[config.mk]
export PLATFORM = sky130hd
export DESIGN_NAME = cpu_run_ctrl
export DESIGN_NICKNAME = d
export VERILOG_FILES = /design/src/rtl/cpu_run_ctrl_pkg.sv /design/src/rtl/cpu_run_ctrl_ram_port_mux.sv /design/src/rtl/cpu_run_ctrl.sv
export SDC_FILE = /design/constraint.sdc
export NUM_CORES = 1
export LEC_CHECK = 0
export ABC_AREA = 1
export CAP_MARGIN = 20
export CORE_ASPECT_RATIO = 1.4
export CORE_MARGIN = 2
export CORE_UTILIZATION = 54
export DETAILED_ROUTE_END_ITERATION = 16
export PLACE_DENSITY = 0.87
export SLEW_MARGIN = 20
export SYNTH_ARGS = -nofsm -noshare
export SYNTH_HDL_FRONTEND = slang
export SYNTH_SLANG_ARGS = --single-unit
[constraint.sdc]
create_clock -name clk -period 5.95 [get_ports clk]
set_input_delay 1.785 -clock clk [delete_from_list [all_inputs] [get_ports clk]]
set_output_delay 1.785 -clock clk [all_outputs]
set_load 0.02 [all_outputs]
[src/rtl/cpu_run_ctrl_pkg.sv]
// Shared definitions for the program-run sequencer.
//  - state_e     : sequencer states (3-bit encoding)
//  - DEF_*       : default phase lengths and dump window
//  - is_idle()   : true in the two resting states (IDLE, DONE)
package cpu_run_ctrl_pkg;

  typedef enum logic [2:0] {
    ST_IDLE    = 3'd0,
    ST_LD_INST = 3'd1,
    ST_LD_DATA = 3'd2,
    ST_CPU_RST = 3'd3,
    ST_RUN     = 3'd4,
    ST_DUMP_RD = 3'd5,
    ST_DUMP_TX = 3'd6,
    ST_DONE    = 3'd7
  } state_e;

  localparam int unsigned  DEF_INST_DEPTH    = 256;
  localparam int unsigned  DEF_DATA_LOAD_LEN = 1024;
  localparam logic [15:0]  DEF_DUMP_BASE     = 16'h0000;
  localparam int unsigned  DEF_DUMP_LEN      = 1024;
  localparam int unsigned  DEF_TIMEOUT       = 1000000;

  function automatic logic is_idle(state_e s);
    return (s == ST_IDLE) || (s == ST_DONE);
  endfunction

endpackage

[src/rtl/cpu_run_ctrl_ram_port_mux.sv]
// Combinational owner select for the instruction and data RAM ports.
//  host_owns=1 : host path (load/dump) drives address, data and write enable.
//  host_owns=0 : CPU drives the data RAM fully and the instruction RAM address;
//                instruction RAM is never written by the CPU.
// Ports: host_* (host side), cpu_* (CPU side), iram_* / dram_* (RAM side).
module cpu_run_ctrl_ram_port_mux (
  input  logic        host_owns,
  input  logic        host_iram_we,
  input  logic [7:0]  host_iram_addr,
  input  logic [7:0]  host_iram_din,
  input  logic        host_dram_we,
  input  logic [15:0] host_dram_addr,
  input  logic [7:0]  host_dram_din,
  input  logic        cpu_data_w,
  input  logic [15:0] cpu_addr_data,
  input  logic [7:0]  cpu_din_data,
  input  logic [7:0]  cpu_addr_inst,
  output logic        iram_we,
  output logic [7:0]  iram_addr,
  output logic [7:0]  iram_din,
  output logic        dram_we,
  output logic [15:0] dram_addr,
  output logic [7:0]  dram_din
);

  assign iram_we   = host_owns ? host_iram_we   : 1'b0;
  assign iram_addr = host_owns ? host_iram_addr : cpu_addr_inst;
  assign iram_din  = host_owns ? host_iram_din  : 8'h00;

  assign dram_we   = host_owns ? host_dram_we   : cpu_data_w;
  assign dram_addr = host_owns ? host_dram_addr : cpu_addr_data;
  assign dram_din  = host_owns ? host_dram_din  : cpu_din_data;

endmodule

[src/rtl/cpu_run_ctrl.sv]
// Program-run sequencer for cpu_top: loads instruction RAM then data RAM from
// the host byte stream, pulses CPU reset for one cycle, runs the CPU until it
// signals finish or the run budget expires, then streams a data-RAM window back.
// Ports:
//  clk, reset_n (async active-low), start (pulse)
//  rx_data/rx_valid/rx_ready  : host byte input (rx_ready combinational)
//  tx_data/tx_valid/tx_ready  : dumped byte output (registered, held until accepted)
//  cpu_enable/cpu_reset/cpu_finish, cpu_data_w/cpu_addr_data/cpu_din_data/cpu_addr_inst
//  iram_*/dram_* : RAM ports (dram_dout is synchronous, 1-cycle latency)
//  busy/done/timeout : status
module cpu_run_ctrl
  import cpu_run_ctrl_pkg::*;
#(
  parameter int unsigned INST_DEPTH    = DEF_INST_DEPTH,
  parameter int unsigned DATA_LOAD_LEN = DEF_DATA_LOAD_LEN,
  parameter logic [15:0] DUMP_BASE     = DEF_DUMP_BASE,
  parameter int unsigned DUMP_LEN      = DEF_DUMP_LEN,
  parameter int unsigned TIMEOUT       = DEF_TIMEOUT
) (
  input  logic        clk,
  input  logic        reset_n,
  input  logic        start,
  input  logic [7:0]  rx_data,
  input  logic        rx_valid,
  output logic        rx_ready,
  output logic [7:0]  tx_data,
  output logic        tx_valid,
  input  logic        tx_ready,
  output logic        cpu_enable,
  output logic        cpu_reset,
  input  logic        cpu_finish,
  input  logic        cpu_data_w,
  input  logic [15:0] cpu_addr_data,
  input  logic [7:0]  cpu_din_data,
  input  logic [7:0]  cpu_addr_inst,
  output logic        dram_we,
  output logic [15:0] dram_addr,
  output logic [7:0]  dram_din,
  input  logic [7:0]  dram_dout,
  output logic        iram_we,
  output logic [7:0]  iram_addr,
  output logic [7:0]  iram_din,
  output logic        busy,
  output logic        done,
  output logic        timeout
);

  localparam logic [15:0] INST_LAST = 16'(INST_DEPTH - 1);
  localparam logic [15:0] DATA_LAST = 16'(DATA_LOAD_LEN - 1);
  localparam logic [15:0] DUMP_LAST = 16'(DUMP_LEN - 1);
  localparam logic [31:0] RUN_LAST  = 32'(TIMEOUT - 1);
  localparam state_e AFTER_INST = (DATA_LOAD_LEN == 0) ? ST_CPU_RST : ST_LD_DATA;
  localparam state_e AFTER_RUN  = (DUMP_LEN == 0)      ? ST_DONE    : ST_DUMP_RD;

  state_e      state;
  logic [15:0] cnt;
  logic [31:0] run_cnt;
  // The read address is first presented on entry to DUMP_RD, so the first
  // byte needs one extra cycle there; later bytes are prefetched in DUMP_TX.
  logic        primed;

  logic        host_iram_we;
  logic        host_dram_we;
  logic [15:0] host_dram_addr;

  assign rx_ready = (state == ST_LD_INST) || (state == ST_LD_DATA);

  // NOTE: every signal written in always_comb gets a default first so no path
  // leaves it unassigned, which would otherwise infer a latch.
  always_comb begin
    host_iram_we   = (state == ST_LD_INST) && rx_valid;
    host_dram_we   = (state == ST_LD_DATA) && rx_valid;
    host_dram_addr = cnt;
    if (state == ST_DUMP_RD) host_dram_addr = DUMP_BASE + cnt;
    // While waiting on the host, read ahead the next byte of the window.
    if (state == ST_DUMP_TX) host_dram_addr = DUMP_BASE + cnt + 16'd1;
  end

  cpu_run_ctrl_ram_port_mux u_mux (
    .host_owns      (state != ST_RUN),
    .host_iram_we   (host_iram_we),
    .host_iram_addr (cnt[7:0]),
    .host_iram_din  (rx_data),
    .host_dram_we   (host_dram_we),
    .host_dram_addr (host_dram_addr),
    .host_dram_din  (rx_data),
    .cpu_data_w     (cpu_data_w),
    .cpu_addr_data  (cpu_addr_data),
    .cpu_din_data   (cpu_din_data),
    .cpu_addr_inst  (cpu_addr_inst),
    .iram_we        (iram_we),
    .iram_addr      (iram_addr),
    .iram_din       (iram_din),
    .dram_we        (dram_we),
    .dram_addr      (dram_addr),
    .dram_din       (dram_din)
  );

  // NOTE: only control state is reset here; the RAMs themselves are never
  // cleared, so an interrupted load leaves their contents as they were.
  always_ff @(posedge clk or negedge reset_n) begin
    if (!reset_n) begin
      state      <= ST_IDLE;
      cnt        <= '0;
      run_cnt    <= '0;
      primed     <= 1'b0;
      cpu_reset  <= 1'b1;
      cpu_enable <= 1'b0;
      tx_data    <= 8'h00;
      tx_valid   <= 1'b0;
      busy       <= 1'b0;
      done       <= 1'b0;
      timeout    <= 1'b0;
    end else begin
      // NOTE: non-blocking assignments throughout, so every branch sees the
      // pre-edge values of state and counters regardless of statement order.
      unique case (state)
        ST_IDLE, ST_DONE: begin
          if (start) begin
            done    <= 1'b0;
            timeout <= 1'b0;
            busy    <= 1'b1;
            cnt     <= '0;
            state   <= ST_LD_INST;
          end
        end
        ST_LD_INST: begin
          if (rx_valid) begin
            if (cnt == INST_LAST) begin
              cnt   <= '0;
              state <= AFTER_INST;
            end else begin
              cnt <= cnt + 16'd1;
            end
          end
        end
        ST_LD_DATA: begin
          if (rx_valid) begin
            if (cnt == DATA_LAST) begin
              cnt   <= '0;
              state <= ST_CPU_RST;
            end else begin
              cnt <= cnt + 16'd1;
            end
          end
        end
        ST_CPU_RST: begin
          run_cnt    <= '0;
          cpu_reset  <= 1'b0;
          cpu_enable <= 1'b1;
          state      <= ST_RUN;
        end
        ST_RUN: begin
          run_cnt <= run_cnt + 32'd1;
          if (cpu_finish || (run_cnt == RUN_LAST)) begin
            // finish takes priority: a finish on the last budget cycle is not a timeout
            if (!cpu_finish) timeout <= 1'b1;
            cpu_enable <= 1'b0;
            cpu_reset  <= 1'b1;
            cnt        <= '0;
            primed     <= 1'b0;
            done       <= (AFTER_RUN == ST_DONE);
            busy       <= (AFTER_RUN != ST_DONE);
            state      <= AFTER_RUN;
          end
        end
        ST_DUMP_RD: begin
          if (!primed) begin
            primed <= 1'b1;
          end else begin
            tx_data  <= dram_dout;
            tx_valid <= 1'b1;
            state    <= ST_DUMP_TX;
          end
        end
        ST_DUMP_TX: begin
          if (tx_ready) begin
            tx_valid <= 1'b0;
            if (cnt == DUMP_LAST) begin
              cnt   <= '0;
              done  <= 1'b1;
              busy  <= 1'b0;
              state <= ST_DONE;
            end else begin
              cnt   <= cnt + 16'd1;
              state <= ST_DUMP_RD;
            end
          end
        end
        default: state <= ST_IDLE;
      endcase
      if (is_idle(state) && !start) busy <= 1'b0;
    end
  end

endmodule

# Word level (Yosys, flattened, before mapping)
# Index checks and enable logic that the tools add are counted.
classes:
  addsub: 2
  multipliers: 0
  div_mod_pow: 0
  order_cmp: 0
  eq_ne: 25
  shift: 0
  n_mux: 46
  n_bitwise: 0
  n_reduce_logical: 25
op_table:
  columns: ["cell", "n"]
  rows:
  - ["$mux 16", 9]
  - ["$pmux 16 s5", 1]
  - ["$pmux 32 s2", 1]
  - ["$add 32x1->32 const B", 1]
  - ["$eq 32x20->1 const B", 1]
  - ["$mux 3", 8]
  - ["$mux 8", 3]
  - ["$pmux 3 s7", 1]
  - ["$add 16x1->16 const B", 1]
  - ["$eq 16x10->1 const B", 1]
  - ["$eq 16x8->1 const B", 1]
  - ["$mux 1", 15]
  - ["$ne 2x2->1 const B", 7]
  - ["$eq 3x3->1 const B", 4]
  - ["$pmux 1 s2", 5]
  - ["$reduce_and 5->1", 2]
  - ["$ne 3x3->1 const B", 3]
  - ["$reduce_and 8->1", 1]
  - ["$reduce_bool 2->1", 4]
  - ["$eq 3x2->1 const B", 2]
  - ["$ne 2x1->1 const B", 3]
  - ["$pmux 1 s3", 2]
  - ["$reduce_and 2->1", 3]
  - ["$reduce_and 6->1", 1]
  - ["14 further kinds", 18]
word_totals:
  ff_bits: 66
  latchBits: 0
  ramBits: 0
  romBits: 0
  out_inout_bits: 57
  mem_count: 0

# Depth between registers and ports, before layout
logic_depth:
  word_depth: 5
  ltp_mapped: 12

# Hierarchy
# Synthesis repeated with hierarchy kept, for this count alone.
hier_totals:
  hier_cells: 687
  hier_area_um2: 4608.2
by_module_without_submodules:
  columns: ["mod", "instances", "cells_each", "area_per_inst_um2"]
  rows:
  - ["cpu_run_ctrl", 1, 561, 4046.4]
  - ["cpu_run_ctrl_ram_port_mux", 1, 126, 561.8]

# Worst setup path before layout
# No wires, ideal clock.
synth_path:
  kind: "input to output"
  from: "input port rx_valid"
  to: "output port dram_we"
  arrival_ns: 2.316
  required_time_ns: 4.165
  setup_slack_ns: 1.849
  stages: 2
  cell_sequence: "inv_1 -> o21ai_0"
synth_via:
  elab_chain_cells: 2
synth_rtl:
  columns: ["item", "line_no", "rtl"]
  rows:
  - ["start, declared", "cpu_run_ctrl.sv:24", "input logic rx_valid,"]
  - ["$logic_and 1x1->1", "cpu_run_ctrl.sv:72", "host_dram_we = (state == ST_LD_DATA) && rx_valid;"]
  - ["$mux 1", "cpu_run_ctrl_ram_port_mux.sv:30", "assign dram_we = host_owns ? host_dram_we : cpu_data_w;"]
  - ["end, declared", "cpu_run_ctrl.sv:36", "output logic dram_we,"]
# No other way between the ends.

# Worst setup path after layout
layout_path:
  from: "input port cpu_addr_data[3]"
  to: "output port dram_addr[3]"
layout_via:
  elab_chain_cells: 1
layout_rtl:
  columns: ["item", "line_no", "rtl"]
  rows:
  - ["start, declared", "cpu_run_ctrl.sv:33", "input logic [15:0] cpu_addr_data,"]
  - ["$mux 16", "cpu_run_ctrl_ram_port_mux.sv:31", "assign dram_addr = host_owns ? host_dram_addr : cpu_addr_data;"]
  - ["end, declared", "cpu_run_ctrl.sv:37", "output logic [15:0] dram_addr,"]
# No other way between the ends.

==> qor.yml <==
status: "finished clean"
comb_power_share_pct: 49.6
cap_violations: 0
wl_mm: 14.2
firstDrtPassIters: 7
p_per_area_nw_per_um2: 373
slew_headroom_pct: 28.5
cts_hold_buf: 0
yosys-top-cells-area: "dfrtp_1 35%, nand2_1 21%, nand3_1 7.1%"
period_minus_slack_ns: 5.00
fin_skew_ns: 0.00721
cts_resized: 0
cp_slowest_stage_delay_ns: 0.70
postRouteAntennaNets: 0
ys_seq_elements: 66
regArea_um2: 1650
dieArea_um2: 9270
drive_gt1_share_pct: 6.06
synth_fp_nets: 775
ioPinCount: 112
cts-root-buf: "clkbuf_16"
drc: 0
cts_tree: "built"
clk_latency_ns: 0.34
grtUsageTotal_pct: 31.5
dieWidth_um: 82.0
critical_path.startpoint_type: "input pin"
grt_first_pass_wirelength_mm: 22.9
max_freq_mhz: 200
clockBufferDepth: 2
finalSetupViolCount: 0
ys_async_sr_fraction_pct: 100
p_clk_share_pct: 24.3
initial_core_util_pct: 56.1
whs_ns: 0.470
cts.sinks: 66
p_seq_share_pct: 26.1
synth_top_flop_cell: "dfrtp_1"
detailed_place_hpwl_mm: 10.1
clkSlewWorstSetupHoldPaths_ns: 0.06
path_buf_inv: 2
yosysSeqAreaShare_pct: 36.0
cp.arrival_ns: 3.22
syn_to_final_growth_pct: 32.1
vias: 5318
switchingPower_mw: 0.978
avgSynthCellArea_um2: 6.40
synth.most_common_cell: "nand2_1"
hold_class: "register to register"
required_ns: 4.16
nNetsFinal: 877
worst_pin_slew_ns: 1.07
via_per_inst: 5.74
p_int_mw: 1.29
cp_top_family: "buffers and inverters"
critPathKind: "input pin to output pin"
multi_input_area_um2: 2520
cts_setup_buffers: 0
avgRoutedWirePerCell_um: 15.3
cts_buffers: 9
grt_max_degree: 67
ys_types: 36
crit_fanout: 1
hold_viol: 0
grt_pass1_vias: 5066
nFillCells: 634
antenna_found_initial: 0
die_h_um: 113
critPathCaptureType: "output pin"
cp_slowest_cell: "clkdlybuf4s50_1"
period_share_pct: 84.0
drt_iter0_markers: 416
tns_ns: 0
rsz0062_at_grt: "false"
crit_path_frequent_cell: "clkdlybuf4s50_1"
synthesis.area_um2: 4600
synth-edff-count: 0
gp_congestion: 0.962
yosysWarnings: 0
rows: 39
io_buffers: 111
grt_overflow: 0
synth_common_cells: "253 x nand2_1, 77 x nor2_1, 75 x inv_1"
p_sw_share_pct: 43.1
power_leakage_nw: 2.85
crit_path_cell_trace: "clkdlybuf4s50_1 > nor2_1 > a31oi_1 > clkdlybuf4s50_1"
netlist.area_leader.share_pct: 35.4
irDropWorstVdd_mv: 0.250
yosysTopAreaCell: "dfrtp_1"
maxSlewViolCount: 0
h-tree-depth: 3
netlist_instances: 718
core-area_um2: 8200
insertedDiodeCount: 0
registers in the layout, summed over array words and instances (netlist names):
signal	count
busy	1
cnt	16
cpu_enable	1
cpu_reset	1
done	1
primed	1
run_cnt	32
state	3
timeout	1
tx_data	8
tx_valid	1
placed cells by master, fill, tap and decap left out, types with 5 or more instances in the layout:
master and instances:
inv_2 5, buf_4 6, inv_1 75, clkdlybuf4s50_1 110, mux2_2 8, nand4_1 30, nand3b_1 5, o21ai_0 33
nor2_2 5, a31oi_1 10, nand3_1 65, nand2_1 253, dfrtp_1 65, clkbuf_16 9, nor2_1 77, nor3_1 10
a21oi_1 25
layer usage:
| layer | share of wire (%) | global-route usage [%] |
|---|---|---|
| met5 | 0.18 | 0 |
| met4 | 4.4 | 17.3 |
| met3 | 6.6 | 7.34 |
| met2 | 51 | 52.5 |
| met1 | 37 | 36.3 |
power by group through the flow:
stage | logic, mW | clock network, mW | registers [mW]
after floorplan | 0.615 | 0 | 0.637
after global routing | 1.19 | 0.577 | 0.602
after global placement | 1.08 | 0 | 0.591
final | 1.12 | 0.552 | 0.592
after detailed placement | 1.10 | 0 | 0.596
after CTS | 1.11 | 0.554 | 0.591
per-stage QoR:
step | setup slack [ns] | total power [mW] | cell area, um^2 | utilization, % | cells
finish | 0.950 | 2.27 | 6070 | 74.0 | 927
global route | 0.939 | 2.37 | 6070 | 74.0 | 927
CTS | 0.981 | 2.25 | 6070 | 74.0 | 927
detailed placement | 1.06 | 1.70 | 5760 | 70.3 | 911
global placement | 1.09 | 1.67 | 5750 | 70.2 | 910
floorplan | 1.85 | 1.25 | 4600 | - | 718
cells by family (layout without fill, tap and decap cells):
family / after synthesis / after routing / synth area share [%]
muxes: 9 / 9 / 2.18
AOI/OAI and AO/OA: 79 / 79 / 9.56
buffers and inverters: 107 / 214 / 9.20
and+or+nand+nor: 451 / 451 / 41.8
adders and majority gates: 2 / 2 / 0.544
xor gates and xnor gates: 4 / 4 / 0.762
DFF: 66 / 66 / 36.0
area by class of cell:
type / count / area share, %
Clock buffer: 11 / 4.00
Clock inverter: 5 / 1.05
Inverter: 80 / 4.95
Multi-Input combinational cell: 545 / 41.5
Sequential cell: 66 / 27.2
Tap cell: 102 / 2.10
Timing Repair Buffer: 118 / 19.2
final timing paths:
kind                                        from      endpoint  slack, ns  cells past startpoint
worst max-delay path            cpu_addr_data[3]  dram_addr[3]       0.95                      4
worst min-delay path                   cpu_reset     cpu_reset       0.47                      2
worst max register to register          state[1]        cnt[8]       2.84                      9
worst min register to register         cpu_reset     cpu_reset       0.47                      2
max in group asynchronous                reset_n   run_cnt[11]       3.76                      2
min in group asynchronous                reset_n   run_cnt[20]       1.63                      2
tightest hold or removal path, stage by stage (launching register included):
cell and delay, ns:
dfstp_2 0.37, nand2_1 0.06, nand2_1 0.05
Note: power is estimated with default switching activity, not from simulation.
